### src/rtl/ltl_event_arbiter.sv
// ltl_event_arbiter: run-control and violation-event scheduler for one LTL
// monitor cluster.
//   clk, reset                 : clock, synchronous active-high reset
//   enable                     : monitoring enable level
//   sym_valid/sym_ready        : trace symbol handshake, symbols_in = payload
//   mon_run/mon_reset          : cluster run strobe and cluster reset
//   mon_symbols                : symbol pass-through to the cluster
//   ltl_hit, prop_mask         : cluster property outputs and report enables
//   evt_valid/evt_ready        : event FIFO head handshake
//   evt_id, evt_ts             : property index and causing-symbol timestamp
//   busy                       : controller is not idle
module ltl_event_arbiter #(
  parameter int unsigned NUM_PROPS  = 13,
  parameter int unsigned ID_WIDTH   = 4,
  parameter int unsigned TS_WIDTH   = 16,
  parameter int unsigned FIFO_DEPTH = 4
) (
  input  logic                 clk,
  input  logic                 reset,
  input  logic                 enable,
  input  logic                 sym_valid,
  output logic                 sym_ready,
  input  logic [7:0]           symbols_in,
  output logic                 mon_run,
  output logic                 mon_reset,
  output logic [7:0]           mon_symbols,
  input  logic [NUM_PROPS-1:0] ltl_hit,
  input  logic [NUM_PROPS-1:0] prop_mask,
  output logic                 evt_valid,
  input  logic                 evt_ready,
  output logic [ID_WIDTH-1:0]  evt_id,
  output logic [TS_WIDTH-1:0]  evt_ts,
  output logic                 busy
);

  localparam int unsigned PTR_W  = (FIFO_DEPTH > 1) ? $clog2(FIFO_DEPTH) : 1;
  localparam int unsigned CNT_W  = PTR_W + 1;
  localparam int unsigned CAND_W = ID_WIDTH + 1;

  typedef enum logic [1:0] {
    ST_IDLE  = 2'd0,
    ST_RUN   = 2'd1,
    ST_FLUSH = 2'd2
  } state_t;

  state_t               state_q, state_d;
  logic                 clear_ts;
  logic [NUM_PROPS-1:0] pending_q;
  logic [NUM_PROPS-1:0] masked;
  logic [NUM_PROPS-1:0] grant_mask;
  logic [TS_WIDTH-1:0]  hit_ts_q [NUM_PROPS];
  logic [ID_WIDTH-1:0]  rr_ptr_q;
  logic [TS_WIDTH-1:0]  ts_q;
  logic [TS_WIDTH-1:0]  ts_dly_q;
  logic                 run_d_q;

  logic                 grant_valid;
  logic [ID_WIDTH-1:0]  grant_idx;
  logic [CAND_W-1:0]    cand;

  logic [ID_WIDTH-1:0]  fifo_id_q [FIFO_DEPTH];
  logic [TS_WIDTH-1:0]  fifo_ts_q [FIFO_DEPTH];
  logic [PTR_W-1:0]     wr_ptr_q, rd_ptr_q;
  logic [CNT_W-1:0]     count_q;
  logic                 fifo_full;
  logic                 fifo_push, fifo_pop;

  // Hits only mean something in the cycle after an accepted symbol.
  assign masked      = ltl_hit & prop_mask & {NUM_PROPS{run_d_q}};
  assign fifo_full   = (count_q == CNT_W'(FIFO_DEPTH));
  assign mon_run     = sym_valid & sym_ready;
  assign mon_symbols = symbols_in;

  // Next-state and run-control outputs.
  always_comb begin
    state_d   = state_q;
    sym_ready = 1'b0;
    mon_reset = 1'b0;
    busy      = 1'b1;
    clear_ts  = 1'b0;
    case (state_q)
      ST_IDLE: begin
        mon_reset = 1'b1;
        busy      = 1'b0;
        if (enable) begin
          state_d  = ST_RUN;
          clear_ts = 1'b1;
        end
      end
      ST_RUN: begin
        // Stall while any hit is in flight so a new symbol's hits never
        // collide with unreported ones.
        sym_ready = (pending_q == '0) && (masked == '0) && !fifo_full;
        if (!enable) state_d = ST_FLUSH;
      end
      ST_FLUSH: begin
        if (!run_d_q && (pending_q == '0) && (masked == '0)) state_d = ST_IDLE;
      end
      default: begin
        state_d   = ST_IDLE;
        mon_reset = 1'b1;
        busy      = 1'b0;
      end
    endcase
  end

  // Round-robin pick of the first pending bit at or after rr_ptr.
  always_comb begin
    grant_valid = 1'b0;
    grant_idx   = '0;
    cand        = '0;
    if ((pending_q != '0) && !fifo_full) begin
      for (int unsigned k = 0; k < NUM_PROPS; k++) begin
        cand = {1'b0, rr_ptr_q} + CAND_W'(k);
        if (cand >= CAND_W'(NUM_PROPS)) cand = cand - CAND_W'(NUM_PROPS);
        if (!grant_valid && pending_q[cand[ID_WIDTH-1:0]]) begin
          grant_valid = 1'b1;
          grant_idx   = cand[ID_WIDTH-1:0];
        end
      end
    end
  end

  assign grant_mask = grant_valid ? (NUM_PROPS'(1) << grant_idx) : '0;
  assign fifo_push  = grant_valid;
  assign fifo_pop   = (count_q != '0) && evt_ready;

  // Control state.
  always_ff @(posedge clk) begin
    if (reset) begin
      state_q   <= ST_IDLE;
      pending_q <= '0;
      rr_ptr_q  <= '0;
      ts_q      <= '0;
      ts_dly_q  <= '0;
      run_d_q   <= 1'b0;
    end else begin
      state_q   <= state_d;
      run_d_q   <= mon_run;
      ts_dly_q  <= ts_q;
      pending_q <= (pending_q & ~grant_mask) | masked;
      if (clear_ts)     ts_q <= '0;
      else if (mon_run) ts_q <= ts_q + TS_WIDTH'(1);
      if (grant_valid) begin
        rr_ptr_q <= (grant_idx == ID_WIDTH'(NUM_PROPS - 1)) ? '0
                                                             : grant_idx + ID_WIDTH'(1);
      end
    end
  end

  // Per-property timestamp of the symbol that caused the hit.
  for (genvar g = 0; g < NUM_PROPS; g++) begin : g_hit_ts
    always_ff @(posedge clk) begin
      if (masked[g]) hit_ts_q[g] <= ts_dly_q;
    end
  end

  // Event FIFO pointers and occupancy.
  always_ff @(posedge clk) begin
    if (reset) begin
      wr_ptr_q <= '0;
      rd_ptr_q <= '0;
      count_q  <= '0;
    end else begin
      if (fifo_push) wr_ptr_q <= wr_ptr_q + PTR_W'(1);
      if (fifo_pop)  rd_ptr_q <= rd_ptr_q + PTR_W'(1);
      case ({fifo_push, fifo_pop})
        2'b10:   count_q <= count_q + CNT_W'(1);
        2'b01:   count_q <= count_q - CNT_W'(1);
        default: count_q <= count_q;
      endcase
    end
  end

  // Event FIFO storage.
  always_ff @(posedge clk) begin
    if (fifo_push) begin
      fifo_id_q[wr_ptr_q] <= grant_idx;
      fifo_ts_q[wr_ptr_q] <= hit_ts_q[grant_idx];
    end
  end

  assign evt_valid = (count_q != '0);
  assign evt_id    = fifo_id_q[rd_ptr_q];
  assign evt_ts    = fifo_ts_q[rd_ptr_q];

endmodule

### config.mk
export PLATFORM = sky130hd
export DESIGN_NAME = ltl_event_arbiter
export DESIGN_NICKNAME = d
export VERILOG_FILES = /design/src/rtl/ltl_event_arbiter.sv
export SDC_FILE = /design/constraint.sdc
export NUM_CORES = 1
export LEC_CHECK = 0
export BUFFER_PORTS_ARGS = -buffer_cell sky130_fd_sc_hd__buf_2
export CAP_MARGIN = 20
export CORE_ASPECT_RATIO = 2
export CORE_UTILIZATION = 40
export DETAILED_ROUTE_END_ITERATION = 10
export PLACE_DENSITY = 0.56
export RECOVER_POWER = 25
export SYNTH_ARGS = -nofsm -noshare
export SYNTH_HDL_FRONTEND = slang
export SYNTH_SLANG_ARGS = --single-unit
### constraint.sdc
create_clock -name clk -period 6.9 [get_ports clk]
set_input_delay 0.345 -clock clk [delete_from_list [all_inputs] [get_ports clk]]
set_output_delay 0.345 -clock clk [all_outputs]
set_load 0.02 [all_outputs]
==> impl_results.md, run 1 <==
- WL per Instance: 31.6 um
- Crit. End Element: register
- Maximum fanout along the worst path: 12
- Synth Instances: 1837
- Port bufs: 55
- Cell mode on critical path: buf_4
- Post-synth EDFFs: 288
- Slew Limit Fails: 0
- Max-cap violations: 0
- Setup CP Type: reg2reg
- Nets@finish: 1999
- Antenna violations before repair: 1
- CP max stage cell: nor4_1
- Slew margin rel.: 23.2%
- Fill cell count: 4604
- Synth Flop Type: edfxtp_1
- Final worst setup slack: 0.104 ns
- Area delta synth->final: 12.6%
- Worst Tran Pin Value: 1.13 ns
- Detailed-placement wirelength estimate: 60200 um
- Tot Pwr: 10.6 mW
- Clock buffer depth: 3
- WP buf/inv: 4
- Clk root buf: clkbuf_16
- Seq cells post-synth: 349
- Routed Antenna Nets: 0
- FFs w/ async S/R, synth: 0%
- Via density: 6.32
- Syn nets: 1911
- Area leader, netlist: edfxtp_1
- Pin count of the biggest net entering global routing: 55
- Skew final: 0.0126 ns
- Total GRT Usage: 32.0%
- Worst hold path type: in2reg
- Vias in the first global route: 16700
- Yosys warnings: 0
- Num Clock Sinks: 349
- Top cell type's share of synthesized area: 43.0%
- # hold bufs at CTS: 0
- Overflow after GRT: 0
- Clock H-tree levels: 1
- Unrepaired setup endpoints after global routing: false
- Dpl cells: 2538
- Most frequent cells after synthesis: edfxtp_1, nand2_1, a21oi_1
- Combinational group share of total power: 59.3%
- Max incr delay on CP: 0.82 ns
- Final hold violation count: 0
- Netlist cell types: 106
- DRC Markers: 0
- Drt first pass iters: 6
- Sw Ratio: 45.7%
- PD cells: 469 mW/mm^2
- Diodes inserted: 0
- Top-level I/O count: 72
- Post-place setup slack: 0.212 ns
- TritonCTS clock tree: yes
- Endpoints failing setup: 0
- Starting DRT DRC Count: 1389
- Cells along the critical path: clkinv_1 > ha_2 > inv_1 > buf_4 > nor4_1 > buf_4 > a221oi_1 > o2bb2ai_1 > o31ai_4 > o21a_1 > or3_1 > a21oi_1 > o32ai_1 > a31oi_1 > o221ai_4 > nor2b_1 > nand2_1 > o22a_1 > nand4_1
- Fmax: 147 MHz
- Share of layout cells above drive strength 1: 17.7%
- Setup total negative slack: 0 ns
- Sequential area share after synthesis: 49.1%
- Die Y: 319 um
- TritonCTS Buffers: 28
- Part of the power in registers: 24.7%
- Post-route insts no fill: 2590
- Minimum clock period: 6.80 ns
- Top cells by area in the synthesized netlist: edfxtp_1, dfxtp_1, mux2i_1, mux4_2, a21oi_1
- CP startpoint kind: register
- Die width: 160 um
- Clk_lat worst skew: 0.56 ns
- Synth Cell Area: 0.0201 mm^2
- Internal cell power: 5.77 mW
- Die area: 0.0512 mm^2
- Core area: 0.0494 mm^2
- Syn_area_per_cell: 10.9 um^2
- Standard-cell rows: 115
- Leak Pwr: 7.97 nW
- Clock Power Share: 16.0%
- Total number of vias: 16400
- WHS: 0.116 ns
- First-pass GRT wire length: 117000 um
- Gpl congestion: 1.07
- CP delay by family, top: compound AO/OA/AOI/OAI gates
- Starting Density: 40.7%
- Worst EP required: 7.07 ns
- Period utilization: 98.5%
- VDD IR max: 0.000467 V
- Post CTS Setup Buffer Count: 0
- Top-count cell post-synth: edfxtp_1
- Clock-pin transition on the worst setup and hold timing paths: 0.08 ns
- Arr. time, crit path: 6.96 ns
- Status: finished, final reports clean
- WL final: 81700 um
- Sw power: 4.85 mW
-- cells in the final DEF, fill, tap and decap left out, drive strengths merged, types with 52 or more instances in the layout --
| cell | instances |
|---|---|
| inv | 52 |
| edfxtp | 288 |
| o21ai | 101 |
| nor2 | 106 |
| nand2 | 119 |
| nand3 | 58 |
| dfxtp | 61 |
| a21oi | 116 |
| mux2i | 104 |
| buf | 197 |
-- cell type report --
class	count	area, um^2	share of cell area (%)
sequential	349	9870	43.6
multi-input combinational	1298	9370	41.4
timing repair buffer	197	1390	6.15
clock buffer	45	953	4.21
tap	643	805	3.56
inverter	51	191	0.846
clock inverter	7	41.3	0.183
-- per-stage QoR --
stage                     cell area [um^2]  util [%]
after floorplan                      20100         -
after global placement               21600      43.8
after detailed placement             21600      43.8
after CTS                            22600      45.8
after global routing                 22600      45.8
final                                22600      45.8
-- sequential cells by signal (all words and copies together), names as in the netlist, named ones only --
signal     count
run_d_q        1
count_q        3
fifo_ts_q     64
state_q        2
rd_ptr_q       2
wr_ptr_q       2
fifo_id_q     16
ts_dly_q      16
ts_q          16
pending_q     13
rr_ptr_q       4
hit_ts_q     208
-- power by group through the flow --
stage | Clock [mW] | Combinational, mW | Sequential (mW)
2_1_floorplan | 0 | 4.05 | 2.63
3_3_place_gp | 0 | 6.11 | 2.66
3_5_place_dp | 0 | 6.15 | 2.67
4_1_cts | 1.73 | 6.17 | 2.62
5_1_grt | 1.80 | 6.63 | 2.63
6_report | 1.70 | 6.29 | 2.62
-- kinds of logic (layout without fill, tap and decap cells) --
group	after synthesis	after routing	synth area share (%)
adders and majority gates	35	35	2.22
AOI/OAI and AO/OA	516	516	18.0
muxes	164	164	10.0
and+or+nand+nor	536	536	13.9
DFF	349	349	49.1
buffers and inverters	190	300	4.51
xor gates and xnor gates	47	47	2.19
-- layer usage --
layer	wire length, um	GRT usage [%]	vias up
li1	-	-	7243
met1	25200	29.5	8064
met2	43200	59.9	750
met3	4310	4.46	314
met4	8980	28.8	0
met5	0	0	-
-- what timing repair did --
item / in CTS / in global routing
setup endpoints to repair: 0 / 64
resized for setup: 0 / 4
endpoints found under the hold margin: 0 / 0
-- path summary, 6_finish.rpt --
| path | from | to | slack, ns | cells past startpoint |
|---|---|---|---|---|
| max reg2reg | rr_ptr_q[1] | fifo_ts_q[0][2] | 0.10 | 19 |
| max | rr_ptr_q[1] | fifo_ts_q[0][2] | 0.10 | 19 |
| min | ltl_hit[0] | pending_q[0] | 0.12 | 3 |
| min reg2reg | ts_q[5] | ts_dly_q[5] | 0.48 | 2 |
-- worst register-to-register path: cells and delay by family (launching register included) --
| kind | cells | cell delay (ns) |
|---|---|---|
| AO/OA/AOI/OAI | 9 | 2.44 |
| adder cells (fa/ha/maj) | 1 | 0.55 |
| buffers and inverters | 4 | 0.92 |
| AND/OR/NAND/NOR | 5 | 2.14 |
| flip-flops | 1 | 0.34 |
(Power assumes the default switching activity.)
==> run 2, diff against run 1 <==
Settings changed: CORE_UTILIZATION 40 to 30, PLACE_DENSITY 0.56 to 0.45.
==> impl_results.md, run 2 (synthesized netlist as in run 1, its figures left out) <==
- Most frequent cells in the layout: edfxtp_1, buf_4, nand2_1, a21oi_1 (was edfxtp_1, buf_4, nand2_1, a21oi_1, nor2_1)
- First-pass GRT wire length: 123000 um (was 117000 um)
- TritonCTS clock tree: yes (unchanged)
- Met3 Track Usage GR: 3.81% (was 4.46%)
- Routed Antenna Nets: 0 (unchanged)
- Nets@finish: 2000 (was 1999)
- Standard-cell rows: 133 (was 115)
- Vias in the first global route: 16900 (was 16700)
- Die width: 185 um (was 160 um)
- Worst Tran Pin Value: 1.07 ns (was 1.13 ns)
- Overflow after GRT: 0 (unchanged)
- R2R Path Start: rr_ptr_q[1] (unchanged)
- Port bufs: 55 (unchanged)
- Leak Pwr: 7.98 nW (was 7.97 nW)
- Clock-pin transition on the worst setup and hold timing paths: 0.08 ns (about the same)
- Setup total negative slack: 0 ns (unchanged)
- Internal cell power: 5.81 mW (was 5.77 mW)
- Starting DRT DRC Count: 1083 (was 1389)
- Setup CP Type: reg2reg (unchanged)
- Drt first pass iters: 5 (was 6)
- M2 GR Usage: 49.3% (was 59.9%)
- WL per Instance: 30.9 um (was 31.6 um)
- GR Util met1: 22.7% (was 29.5%)
- Slew margin rel.: 26.3% (was 23.2%)
- Area delta synth->final: 14.4% (was 12.6%)
- Arr. time, crit path: 7.14 ns (was 6.96 ns)
- Area of the multi-input gates: 0.00938 mm^2 (was 0.00937 mm^2)
- Reg with most FFs: hit_ts_q (unchanged)
- Crit. End Element: register (unchanged)
- CP startpoint kind: register (unchanged)
- Sw Ratio: 46.5% (was 45.7%)
- Die area: 0.0681 mm^2 (was 0.0512 mm^2)
- Combinational group share of total power: 59.8% (was 59.3%)
- Gpl congestion: 1.08 (was 1.07)
- Die Y: 368 um (was 319 um)
- Via density: 5.76 (was 6.32)
- Share of layout cells above drive strength 1: 17.9% (was 17.7%)
- VDD IR max: 0.000359 V (was 0.000467 V)
- Dpl cells: 2769 (was 2538)
- Clk_lat worst skew: 0.61 ns (was 0.56 ns)
- Detailed-placement wirelength estimate: 64700 um (was 60200 um)
- Starting Density: 30.4% (was 40.7%)
- WHS: 0.129 ns (was 0.116 ns)
- PD cells: 472 mW/mm^2 (was 469 mW/mm^2)
- Num Clock Sinks: 349 (unchanged)
- Tot Pwr: 10.9 mW (was 10.6 mW)
- # hold bufs at CTS: 0 (unchanged)
- Max reg flops: 208 (unchanged)
- Final hold violation count: 0 (unchanged)
- Clock buffer depth: 3 (unchanged)
- GRT Max-Usage Layer: met2 (unchanged)
- Part of the power in registers: 24.3% (was 24.7%)
- Antenna violations before repair: 3 (was 1)
- WL final: 87400 um (was 81700 um)
- Minimum clock period: 6.70 ns (was 6.80 ns)
- Critical Path Source: rr_ptr_q[1] (unchanged)
- Core Util, Final: 34.8% (was 45.8%)
- Max-cap violations: 0 (unchanged)
- Worst EP required: 7.34 ns (was 7.07 ns)
- Clock H-tree levels: 1 (unchanged)
- Clock Power Share: 15.9% (was 16.0%)
- Total number of vias: 16300 (was 16400)
- Unrepaired setup endpoints after global routing: false (unchanged)
- Top-level I/O count: 72 (unchanged)
- Hold Path Origin: ltl_hit[0] (unchanged)
- Commonest non-fill, non-tap cell in the layout: edfxtp_1 (unchanged)
- Endpoints failing setup: 0 (unchanged)
- Maximum fanout along the worst path: 39 (was 12)
- Sw power: 5.04 mW (was 4.85 mW)
- Core area: 0.0661 mm^2 (was 0.0494 mm^2)
- Register area: 0.00988 mm^2 (was 0.00987 mm^2)
- Biggest regs: hit_ts_q x208, fifo_ts_q x64 (unchanged)
- Clk root buf: clkbuf_16 (unchanged)
- Slew Limit Fails: 0 (unchanged)
- Status: finished, final reports clean (unchanged)
- Worst hold path type: in2reg (unchanged)
- Total GRT Usage: 25.9% (was 32.0%)
- TritonCTS Buffers: 30 (was 28)
- Period utilization: 97.1% (was 98.5%)
- Skew final: 0.0391 ns (was 0.0126 ns)
- Fill cell count: 6668 (was 4604)
- Fmax: 149 MHz (was 147 MHz)
- DRC Markers: 0 (unchanged)
- Post-route insts no fill: 2831 (was 2590)
- Pin count of the biggest net entering global routing: 86 (was 55)
[run 2: cell types whose count changed in the layout (fill, tap and decap cells not counted), sizes merged]
cell,delta
clkinv,+13
buf,-1
diode,+4
clkinvlp,+1
clkbuf,-14
bufinv,+3
inv,+1
[run 2: per-layer routing]
layer | vias to the layer above | wire, um
met3 | 290 | 3940
met2 | 619 | 47400
li1 | 7240 | -
met1 | 8164 | 26600
met4 | 0 | 9440
met5 | - | 0
[run 2: layout make-up]
cell class / count / area share [%]
sequential: 349 / 42.9
multi-input combinational: 1298 / 40.8
clock buffer: 31 / 3.28
timing repair buffer: 196 / 6.37
inverter: 51 / 0.832
tap: 877 / 4.77
clock inverter: 25 / 0.990
antenna: 4 / 0.0435
[run 2: timing repair]
item	in CTS	in global routing
setup buffers	0	1
setup endpoints to repair	0	69
resized for setup	0	6
[run 2: worst paths after layout]
check                                         to  slack, ns  depth (start not counted)
worst max-delay path            fifo_ts_q[3][13]       0.20                         17
worst min-delay path                pending_q[0]       0.13                          3
worst min register to register      ts_dly_q[14]       0.47                          2
worst max register to register  fifo_ts_q[3][13]       0.20                         17
[run 2: power groups by stage]
stage / registers (mW) / clock network [mW] / logic [mW]
after floorplan: 2.63 / 0 / 4.05
after global placement: 2.68 / 0 / 6.33
after detailed placement: 2.69 / 0 / 6.33
after CTS: 2.64 / 1.76 / 6.36
after global routing: 2.65 / 1.83 / 6.85
final: 2.64 / 1.72 / 6.49
[run 2: through the flow]
| step | cell area, um^2 | setup WS, ns |
|---|---|---|
| 2_1_floorplan | 20100 | 0.614 |
| 3_3_place_gp | 21900 | 0.00727 |
| 3_5_place_dp | 21900 | 0.214 |
| 4_1_cts | 22900 | 0.138 |
| 5_1_grt | 23000 | 0.0798 |
| 6_report | 23000 | 0.198 |
[run 2: worst max-delay path: stages, from the launching register on]
cell and delay [ns]:
dfxtp_2 0.34, buf_4 0.37, ha_1 0.47, xor2_1 0.27
o31ai_4 0.68, a31oi_1 0.17, a22oi_1 0.69, o22a_1 0.45
o2111ai_1 0.21, or4_1 0.71, or4b_1 0.59, nand4b_1 0.17
o2bb2ai_4 0.10, buf_12 0.14, buf_12 0.17, mux2i_1 0.15
a221oi_1 0.54, a22o_1 0.28
